`src/rtl/disp_pkg.sv`:
```
// Shared types and constants for the multiplexed 7-segment scan controller.
package disp_pkg;

    // Scan FSM: parked, dark guard interval, digit lit
    typedef enum logic [1:0] {
        IDLE  = 2'd0,
        BLANK = 2'd1,
        DRIVE = 2'd2
    } scan_state_t;

    // Panel polarity selectors for DISPLAY_TYPE
    localparam string DISP_ANODE_COMMON   = "ANODE_COMMON";
    localparam string DISP_CATHODE_COMMON = "CATHODE_COMMON";

    // Active-high segment patterns, bit 0 = a ... bit 6 = g
    localparam logic [6:0] SEG_0    = 7'h3F;
    localparam logic [6:0] SEG_1    = 7'h06;
    localparam logic [6:0] SEG_2    = 7'h5B;
    localparam logic [6:0] SEG_3    = 7'h4F;
    localparam logic [6:0] SEG_4    = 7'h66;
    localparam logic [6:0] SEG_5    = 7'h6D;
    localparam logic [6:0] SEG_6    = 7'h7D;
    localparam logic [6:0] SEG_7    = 7'h07;
    localparam logic [6:0] SEG_8    = 7'h7F;
    localparam logic [6:0] SEG_9    = 7'h6F;
    localparam logic [6:0] SEG_DASH = 7'h40;

endpackage

```
`src/rtl/bcd_to_7seg.sv`:
```
// Nibble to active-high 7-segment pattern; non-BCD codes show a dash.
module bcd_to_7seg
    import disp_pkg::*;
(
    input  logic [3:0] i_nibble,
    output logic [6:0] o_seg
);

    // Pure lookup, polarity is applied by the caller
    always_comb begin
        case (i_nibble)
            4'd0:    o_seg = SEG_0;
            4'd1:    o_seg = SEG_1;
            4'd2:    o_seg = SEG_2;
            4'd3:    o_seg = SEG_3;
            4'd4:    o_seg = SEG_4;
            4'd5:    o_seg = SEG_5;
            4'd6:    o_seg = SEG_6;
            4'd7:    o_seg = SEG_7;
            4'd8:    o_seg = SEG_8;
            4'd9:    o_seg = SEG_9;
            default: o_seg = SEG_DASH;
        endcase
    end

endmodule

```
`src/rtl/display_scan_ctrl.sv`:
```
// Time-multiplexed 7-segment scan controller. Each slot is SCAN_DIV cycles:
// BLANK_CYCLES dark (ghosting guard) followed by the selected digit lit.
// Slot order is round-robin over the enabled digits.
module display_scan_ctrl
    import disp_pkg::*;
#(
    parameter int    NUM_DIGITS   = 8,
    parameter int    SCAN_DIV     = 100000,
    parameter int    BLANK_CYCLES = 1000,
    parameter string DISPLAY_TYPE = DISP_ANODE_COMMON
) (
    input  logic                    clk,
    input  logic                    reset_n,
    input  logic [4*NUM_DIGITS-1:0] digits,
    input  logic [NUM_DIGITS-1:0]   digit_en,
    input  logic                    lz_blank,
    output logic [6:0]              seg,
    output logic [7:0]              an,
    output logic [2:0]              scan_idx,
    output logic                    frame_tick
);

    localparam int CW = $clog2(SCAN_DIV);
    localparam int IW = (NUM_DIGITS > 1) ? $clog2(NUM_DIGITS) : 1;
    localparam logic [CW-1:0] SLOT_LAST  = CW'(SCAN_DIV - 1);
    localparam logic [CW-1:0] BLANK_LAST = CW'(BLANK_CYCLES - 1);

    // Common-anode panels sink current, so everything is active-low there
    localparam logic POL_LOW = (DISPLAY_TYPE == DISP_ANODE_COMMON);
    localparam logic [6:0] SEG_OFF = {7{POL_LOW}};
    localparam logic [7:0] AN_OFF  = {8{POL_LOW}};

    scan_state_t      r_state;
    logic [CW-1:0]    r_cnt;
    logic [2:0]       r_scan_idx;
    logic [3:0]       r_nibble;
    logic             r_blank;
    logic [6:0]       r_seg;
    logic [7:0]       r_an;

    int               w_start;
    logic [2:0]       w_next_idx;
    logic [3:0]       w_cand_nib;
    logic             w_hi_zero;
    logic             w_cand_blank;
    logic [6:0]       w_pat;
    logic [6:0]       w_seg_on;
    logic [7:0]       w_an_on;

    // First enabled index at or after 'start', wrapping around the digit set
    function automatic logic [2:0] pick_from(input logic [NUM_DIGITS-1:0] en,
                                             input int start);
        logic [2:0] res;
        logic       found;
        res   = 3'd0;
        found = 1'b0;
        for (int k = 0; k < NUM_DIGITS; k++) begin
            int idx;
            idx = (start + k) % NUM_DIGITS;
            if (!found && en[IW'(idx)]) begin
                res   = 3'(idx);
                found = 1'b1;
            end
        end
        return res;
    endfunction

    // Candidate for the next slot: its index, nibble and leading-zero decision
    always_comb begin
        w_start    = (r_state == IDLE) ? 0 : ((int'(r_scan_idx) + 1) % NUM_DIGITS);
        w_next_idx = pick_from(digit_en, w_start);
        w_cand_nib = 4'd0;
        w_hi_zero  = 1'b1;
        for (int i = 0; i < NUM_DIGITS; i++) begin
            if (3'(i) == w_next_idx)
                w_cand_nib = digits[i*4 +: 4];
            // The digit itself plus every enabled digit above it must be zero
            if ((3'(i) == w_next_idx) || (3'(i) > w_next_idx && digit_en[i])) begin
                if (digits[i*4 +: 4] != 4'd0)
                    w_hi_zero = 1'b0;
            end
        end
        w_cand_blank = lz_blank && (w_next_idx != 3'd0) && w_hi_zero;
    end

    bcd_to_7seg u_dec (
        .i_nibble (r_nibble),
        .o_seg    (w_pat)
    );

    // Lit-phase output values, already in panel polarity
    always_comb begin
        w_seg_on = (r_blank ? 7'd0 : w_pat) ^ SEG_OFF;
        w_an_on  = (8'h01 << r_scan_idx) ^ AN_OFF;
    end

    // Scan FSM with registered panel outputs; reset darkens the panel at once
    always_ff @(posedge clk or negedge reset_n) begin
        if (!reset_n) begin
            r_state    <= IDLE;
            r_cnt      <= '0;
            r_scan_idx <= 3'd0;
            r_nibble   <= 4'd0;
            r_blank    <= 1'b0;
            r_seg      <= SEG_OFF;
            r_an       <= AN_OFF;
        end else begin
            case (r_state)
                IDLE: begin
                    r_seg <= SEG_OFF;
                    r_an  <= AN_OFF;
                    if (|digit_en) begin
                        r_state    <= BLANK;
                        r_cnt      <= '0;
                        r_scan_idx <= w_next_idx;
                        r_nibble   <= w_cand_nib;
                        r_blank    <= w_cand_blank;
                    end
                end
                BLANK: begin
                    r_cnt <= r_cnt + 1'b1;
                    if (r_cnt == BLANK_LAST) begin
                        r_state <= DRIVE;
                        r_seg   <= w_seg_on;
                        r_an    <= w_an_on;
                    end
                end
                DRIVE: begin
                    if (r_cnt == SLOT_LAST) begin
                        // Slot boundary: the only place digit_en is honoured
                        r_cnt <= '0;
                        r_seg <= SEG_OFF;
                        r_an  <= AN_OFF;
                        if (|digit_en) begin
                            r_state    <= BLANK;
                            r_scan_idx <= w_next_idx;
                            r_nibble   <= w_cand_nib;
                            r_blank    <= w_cand_blank;
                        end else begin
                            r_state <= IDLE;
                        end
                    end else begin
                        r_cnt <= r_cnt + 1'b1;
                    end
                end
                default: begin
                    r_state <= IDLE;
                    r_cnt   <= '0;
                    r_seg   <= SEG_OFF;
                    r_an    <= AN_OFF;
                end
            endcase
        end
    end

    // Frame ends on the last cycle of a slot whose successor wraps (or repeats);
    // the successor is only known from digit_en on that cycle, hence not registered
    assign frame_tick = (r_state == DRIVE) && (r_cnt == SLOT_LAST) &&
                        (|digit_en) && (w_next_idx <= r_scan_idx);

    assign seg      = r_seg;
    assign an       = r_an;
    assign scan_idx = r_scan_idx;

endmodule
```
`config.mk`:
```
export PLATFORM = sky130hd
export DESIGN_NAME = display_scan_ctrl
export DESIGN_NICKNAME = d
export VERILOG_FILES = /design/src/rtl/disp_pkg.sv /design/src/rtl/bcd_to_7seg.sv /design/src/rtl/display_scan_ctrl.sv
export SDC_FILE = /design/constraint.sdc
export NUM_CORES = 1
export LEC_CHECK = 0
export ABC_AREA = 1
export BUFFER_PORTS_ARGS = -buffer_cell sky130_fd_sc_hd__buf_4
export CAP_MARGIN = 25
export CORE_ASPECT_RATIO = 1.5
export CORE_UTILIZATION = 35
export CTS_CLUSTER_SIZE = 40
export DETAILED_ROUTE_END_ITERATION = 8
export GPL_TIMING_DRIVEN = 0
export PLACE_DENSITY = 0.59
export SETUP_SLACK_MARGIN = 0.1
export SLEW_MARGIN = 25
export SYNTH_ARGS = -nofsm -noshare
export SYNTH_HDL_FRONTEND = slang
export SYNTH_HIERARCHICAL = 1
export SYNTH_SLANG_ARGS = --single-unit
```
`constraint.sdc`:
```
create_clock -name clk -period 5.9 [get_ports clk]
set_input_delay 1.475 -clock clk [delete_from_list [all_inputs] [get_ports clk]]
set_output_delay 1.475 -clock clk [all_outputs]
set_load 0.05 [all_outputs]
```
==> results.sh, run 1 <==
export IMPL_crit_family="simple AND/OR/NAND/NOR gates"
export IMPL_synth_top_area_share_pct=17.5
export IMPL_avgRoutedWirePerCell_um=13.6
export IMPL_n_antenna_cell=0
export IMPL_tightest_slew_ns=1.07
export IMPL_antenna_found_initial=0
export IMPL_synthAdderAreaFrac_pct=7.13
export IMPL_total_power_w=0.000708
export IMPL_cts_sinks=42
export IMPL_cts_buffers_inserted=5
export IMPL_drc=0
export IMPL_synth_seq_area_share_pct=27.7
export IMPL_cp_end_kind="output pin"
export IMPL_use_met1_pct=22.8
export IMPL_cts_root_buf="clkbuf_16"
export IMPL_netlist_instances=559
export IMPL_synth_simple_gate_area_share_pct=44.1
export IMPL_place_area_um2=4520
export IMPL_overflow=0
export IMPL_hold_viol=0
export IMPL_max_clock_freq_ghz=0.182
export IMPL_timing_final_crit_share_pct=93.4
export IMPL_multi_input_area_um2=2490
export IMPL_skew_ns=0.00921
export IMPL_synthToLayoutAreaGrowth_pct=23.6
export IMPL_io_buffers=61
export IMPL_nets=698
export IMPL_io_pins=62
export IMPL_slowest_stage="dfrtp_1"
export IMPL_syn_cell_area_um2=3860
export IMPL_ys_types=50
export IMPL_clkLatencyLatePin_ns=0.29
export IMPL_ys_warn_count=6
export IMPL_path_cells="inv_1 -> ha_2 -> inv_2 -> nand2_2 -> buf_4 -> ha_2 -> inv_1 -> nand3_1 -> nand3_2 -> nand2_4 -> nor2_8 -> nand4_4 -> nor2_4 -> nand2_1 -> nand4_4 -> buf_6 -> ha_1 -> a21oi_2 -> a32oi_2 -> nor4_4 -> buf_6"
export IMPL_slowest_delay_ns=0.40
export IMPL_syn_avg_cell_area_um2=6.91
export IMPL_synth_xor_area_share_pct=1.36
export IMPL_status="finished, final reports clean"
export IMPL_maxCapViolations=0
export IMPL_regArea_um2=1070
export IMPL_htree_num_levels=2
export IMPL_viasPerCell=5.11
export IMPL_path_buf_inv=6
export IMPL_p_leak_nw=2.30
export IMPL_crit_type="reg2out"
export IMPL_synth_compound_area_share_pct=10.3
export IMPL_cp_data_arrival_time_ns=4.03
export IMPL_drive_gt1_share_pct=25.1
export IMPL_rsz0062_at_grt="no"
export IMPL_whs_ns=0.492
export IMPL_cp_required_ns=4.43
export IMPL_start_util_pct=36.3
export IMPL_syn_nets=624
export IMPL_gp_congestion=0.892
export IMPL_dp_hpwl_mm=8.45
export IMPL_top_usage_layer="met2"
export IMPL_die_x_um=87.8
export IMPL_maxSlewViolCount=0
export IMPL_final_cell_area_um2=4780
export IMPL_nFillCells=1100
export IMPL_dr_pass1_iters=4
export IMPL_grt_max_degree=43
export IMPL_cts_tree="yes"
export IMPL_grt_pass1_vias=3741
export IMPL_clk_path_buf_depth=2
export IMPL_synth_top_family_by_area="simple AND/OR/NAND/NOR gates"
export IMPL_grt_met2_usage_pct=33.2
export IMPL_dpl_cell_count=764
export IMPL_hp_class="reg2reg"
export IMPL_cts_reportedPaths_clkPinSlew_ns=0.06
export IMPL_vias=3976
export IMPL_tns_ns=0
export IMPL_synthTopCellsByArea="dfrtp_1, nand2_1, dfstp_2"
export IMPL_p_per_area_nw_per_um2=148
export IMPL_track_usage_pct=18.9
export IMPL_crit_fanout=10
export IMPL_core_area_um2=10600
export IMPL_wirelength_mm=10.6
export IMPL_grt_pass1_wl_mm=17.1
export IMPL_use_met3_pct=2.07
export IMPL_fin_crit_ns=5.51
export IMPL_fp_row_count=46
export IMPL_ys_ff_latch=42
export IMPL_peakVddDrop_uv=85.0
export IMPL_cp_start_kind="register"
export IMPL_die_y_um=131
export IMPL_setup_viol=0
export IMPL_synth_top_area_cell="dfrtp_1"
export IMPL_dieArea_um2=11500
export IMPL_drtIter0Drc=196
export IMPL_instances_no_fill=778
export IMPL_ant_nets=0
export IMPL_maxSlewHeadroom_pct=28.2
export IMPL_synthMuxAreaShare_pct=0
==> stage by stage <==
stage / util, % / setup slack, ns
6_report: 44.9 / 0.391
2_1_floorplan: - / 0.296
3_3_place_gp: 42.4 / 0.223
4_1_cts: 44.1 / 0.120
3_5_place_dp: 42.4 / 0.185
5_1_grt: 44.9 / 0.0784
==> power breakdown <==
group / leakage (nW) / total, W / internal, W / switching (W)
logic: 1.72 / 0.000123 / 0.0000503 / 0.0000726
registers: 0.504 / 0.000289 / 0.000289 / 0
clock network: 0.0796 / 0.000297 / 0.000183 / 0.000114
total: 2.30 / 0.000708 / 0.000522 / 0.000186
==> cells in the final DEF (no fill, tap or decap), types with 10 or more instances in the layout <==
master	n
dfrtp_1	25
nor2_1	58
ha_1	19
a21oi_1	16
nand3_2	10
nand4_1	16
nand3_1	69
nor3_1	10
nand2_2	14
inv_1	62
o21ai_0	13
nand2_1	128
buf_4	67
dfstp_2	15
==> cell families after synthesis <==
group                      Yosys count
adders and majority gates           22
xor gates and xnor gates             6
and+or+nand+nor                    341
DFF                                 42
buffers and inverters               85
AOI/OAI and AO/OA                   63
==> synth_stat cells, drive strengths merged <==
cell type    n
nand2      144
nand3       80
inv         70
nor2        70
dfrtp       27
ha          22
o21ai       20
nand4       19
a21oi       18
dfstp       15
nor3        11
buf          9
nor4         9
a31oi        7
a41oi        7
xor2         5
clkbuf       4
nand3b       4
a21o         2
clkinv       2
o41ai        2
or4          2
a211oi       1
a221oi       1
a2bb2oi      1
a32oi        1
and2         1
and3         1
o211ai       1
o21a         1
o22ai        1
xnor2        1
==> what timing repair did <==
item,CTS,global route
hold buffers,0,0
gates resized for setup,2,13
pin swaps,0,2
setup endpoints to repair,1,1
buffers inserted,2,4
gates cloned,0,0
==> final timing paths <==
kind / from / end / slack [ns] / cells past startpoint
min: r_blank$_DFFE_PN0P_ / r_blank$_DFFE_PN0P_ / 0.49 / 2
min reg2reg: r_blank$_DFFE_PN0P_ / r_blank$_DFFE_PN0P_ / 0.49 / 2
max: r_state[0]$_DFFE_PN0P_ / frame_tick / 0.39 / 21
max reg2reg: r_state[0]$_DFFE_PN0P_ / r_blank$_DFFE_PN0P_ / 2.38 / 22
max in group asynchronous: reset_n / scan_idx[0]$_DFFE_PN0P_ / 4.33 / 1
min in group asynchronous: reset_n / r_cnt[2]$_DFFE_PN0N_ / 1.15 / 1
==> layout make-up <==
class / count / area share [%]
Timing Repair Buffer: 67 / 10.6
Clock inverter: 1 / 0.131
Sequential cell: 42 / 22.5
Clock buffer: 7 / 3.22
Multi-Input combinational cell: 432 / 52.2
Buffer: 13 / 1.94
Inverter: 72 / 5.66
Tap cell: 144 / 3.77
==> worst min-delay path, delay by kind of cell, from the launching register on <==
family	cells	cell delay [ns]
DFF	1	0.35
and+or+nand+nor	2	0.11
==> flip-flops by register name (all words and copies together), names as in the netlist <==
register,count
scan_idx,3
r_nibble,4
seg,7
r_blank,1
r_state,2
an,8
r_cnt,17
==> routing by layer <==
metal | vias up | share of wire, %
met5 | - | 0
met4 | 0 | 2.8
met3 | 19 | 3.4
met2 | 102 | 51
met1 | 1830 | 43
li1 | 2025 | -
Note: power is estimated with default switching activity, not from simulation.
==> run 2: changes to the inputs <==
- ABC_AREA: 1 -> 0
==> run 2 against run 1 <==
The run now ends with setup timing left; critical endpoint unchanged; clock-buffer cell count down 1; clock power is essentially flat; register-to-register slack worse by 0.59 ns; wire length rose by 11%.
==> results.sh, run 2 <==
export IMPL_cts_root_buf="clkbuf_16"
export IMPL_cts_sinks=42
export IMPL_worst_slack_ns=-0.0271
export IMPL_ctsHoldBuffers=0
export IMPL_cts_tree="yes"
export IMPL_synthToLayoutAreaGrowth_pct=34.0
export IMPL_overflow=0
export IMPL_dp_hpwl_mm=8.52
export IMPL_grt_max_degree=43
export IMPL_tns_ns=-0.0271
export IMPL_clkLatencyLatePin_ns=0.29
export IMPL_io_pins=62
export IMPL_ant_nets=0
export IMPL_hold_viol=0
export IMPL_drive_gt1_share_pct=34.6
export IMPL_p_sw_share_pct=36.5
export IMPL_hp_class="reg2reg"
export IMPL_tightest_slew_ns=0.530
export IMPL_crit_fanout=7
export IMPL_final_common_cell="buf_4"
export IMPL_core_area_um2=10600
export IMPL_synth_edf_count=0
export IMPL_synth_top_area_cell="dfrtp_1"
export IMPL_ys_ff_latch=42
export IMPL_holdPathStages=2
export IMPL_cp_start_kind="input port"
export IMPL_r2r_cells=19
export IMPL_total_power_w=0.00116
export IMPL_p_seq_share_pct=26.0
export IMPL_dieArea_um2=11500
export IMPL_setup_viol=1
export IMPL_drtIter0Drc=203
export IMPL_grt_pass1_wl_mm=19.3
export IMPL_max_clock_freq_ghz=0.169
export IMPL_cts_reportedPaths_clkPinSlew_ns=0.06
export IMPL_p_leak_nw=2.15
export IMPL_cp_required_ns=4.43
export IMPL_wirelength_mm=11.8
export IMPL_power_net_switching_w=0.000424
export IMPL_fin_crit_ns=5.93
export IMPL_synthFlopType="dfrtp_1"
export IMPL_synth_seq_area_share_pct=27.6
export IMPL_syn_avg_cell_area_um2=8.51
export IMPL_syn_nets=520
export IMPL_crit_type="in2out"
export IMPL_ys_types=75
export IMPL_grt_pass1_vias=3880
export IMPL_status="finished, violations left"
export IMPL_instances_no_fill=690
export IMPL_synthTopCellsByArea="dfrtp_1, dfstp_2, ha_1"
export IMPL_syn_cell_area_um2=3870
export IMPL_gp_congestion=0.980
export IMPL_netlist_instances=455
export IMPL_track_usage_pct=21.6
export IMPL_clk_path_buf_depth=2
export IMPL_n_antenna_cell=0
export IMPL_skew_ns=0.00278
export IMPL_p_per_area_nw_per_um2=224
export IMPL_cts_buffers_inserted=5
export IMPL_violations="setup timing"
export IMPL_largest_reg_flops=17
export IMPL_vias=3970
export IMPL_synth_top_area_share_pct=17.5
export IMPL_p_int_w=0.000736
export IMPL_async_flop_share_pct=100
export IMPL_die_x_um=87.9
export IMPL_io_buffers=61
export IMPL_ys_warn_count=6
export IMPL_final_cell_area_um2=5190
export IMPL_maxSlewHeadroom_pct=64.7
export IMPL_nets=610
export IMPL_rsz0062_at_grt="yes"
export IMPL_drc=0
export IMPL_dr_pass1_iters=4
export IMPL_timing_final_crit_share_pct=100
export IMPL_maxCapViolations=0
export IMPL_cp_end_kind="output pin"
export IMPL_fp_row_count=46
export IMPL_place_area_um2=4640
export IMPL_avgRoutedWirePerCell_um=17.0
export IMPL_cp_data_arrival_time_ns=4.45
export IMPL_peakVddDrop_uv=99.0
export IMPL_maxSlewViolCount=0
export IMPL_viasPerCell=5.75
export IMPL_clockPowerShare_pct=25.7
export IMPL_die_y_um=131
export IMPL_regMostFlops="r_cnt"
export IMPL_start_util_pct=36.3
export IMPL_pwr_share_comb_pct=48.2
export IMPL_yosysMostFrequentCell="nand2_1"
export IMPL_antenna_found_initial=0
export IMPL_layout_common_cells="buf_4, nand2_1, o21ai_0, nor2_1, dfrtp_1"
export IMPL_htree_num_levels=2
export IMPL_nFillCells=1020
export IMPL_ys_top_cells_by_count="nand2_1, o21ai_0, nor2_1"
export IMPL_dpl_cell_count=660
## run 2: cell types whose count changed in the layout (fill, tap and decap cells not counted), sizes merged, moves of 17 or more
cell	previous run	this run
nand2	144	56
buf	76	93
inv	71	19
o21ai	20	49
nor2	70	42
nand3	80	12
## run 2: final timing paths
kind / startpoint / endpoint / slack, ns
setup / recovery: digit_en[3] / frame_tick / -0.03
min in group asynchronous: reset_n / r_cnt[7]$_DFFE_PN0N_ / 1.15
max in group asynchronous: reset_n / scan_idx[0]$_DFFE_PN0P_ / 4.32
setup reg to reg: scan_idx[0]$_DFFE_PN0P_ / r_nibble[3]$_DFFE_PN0P_ / 1.79
hold / removal: an[2]$_DFFE_PN1P_ / an[2]$_DFFE_PN1P_ / 0.50
hold reg to reg: an[2]$_DFFE_PN1P_ / an[2]$_DFFE_PN1P_ / 0.50
## run 2: per-layer routing
layer / vias up / share of wire (%) / GRT usage (%)
met5: - / 0 / 0
met4: 0 / 3.3 / 10.1
met3: 29 / 4.5 / 3.08
met2: 134 / 53 / 38.9
met1: 1904 / 39 / 24.8
li1: 1903 / - / -
## run 2: through the flow
stage	utilization (%)	worst slack (ns)	hold slack, ns
2_1_floorplan	-	-0.124	0.468
3_3_place_gp	43.5	-0.579	0.490
3_5_place_dp	43.5	-0.583	0.490
4_1_cts	48.6	-0.0122	0.499
5_1_grt	48.7	-0.166	0.518
6_report	48.7	-0.0271	0.498
## run 2: cells by family after synthesis
logic type	after synthesis	synth area share [%]
AO/OA/AOI/OAI	141	23.5
XOR/XNOR	4	1.10
adder cells (fa/ha/maj)	22	7.11
buffers and inverters	42	5.24
flip-flops	42	27.6
multiplexers	37	14.1
AND/OR/NAND/NOR	167	21.2
## run 2: critical path, cell delays in order
cell	delay (ns)
buf_4	0.16
mux4_2	0.50
mux2_4	0.29
a32o_2	0.25
a221oi_2	0.30
o32a_1	0.20
buf_6	0.11
inv_4	0.04
buf_6	0.12
ha_4	0.21
a21o_1	0.16
a21oi_2	0.15
a31oi_2	0.07
nor4_4	0.19
buf_6	0.20
## run 2: cell type report
cell class	instances	area (um2)	area share (%)
inverter	20	98.8	1.91
clock buffer	6	150	2.90
tap	144	180	3.47
timing repair buffer	84	657	12.7
buffer	21	169	3.26
clock inverter	2	10.0	0.193
sequential	42	1070	20.7
multi-input combinational	371	2850	54.9
## run 2: repair_timing
| item | 4_1_cts | 5_1_grt |
|---|---|---|
| gates cloned | 1 | 0 |
| pin swaps | 9 | 2 |
| endpoints found under the setup margin | 1 | 1 |
| gates resized for setup | 47 | 4 |
| setup buffers | 22 | 0 |
## run 2: power by group through the flow
stage	logic (W)	clock network [W]	registers, W
after floorplan	0.000345	0	0.000310
final	0.000559	0.000299	0.000302
after global placement	0.000466	0	0.000308
after detailed placement	0.000468	0	0.000309
after global routing	0.000605	0.000311	0.000303
after CTS	0.000547	0.000303	0.000302
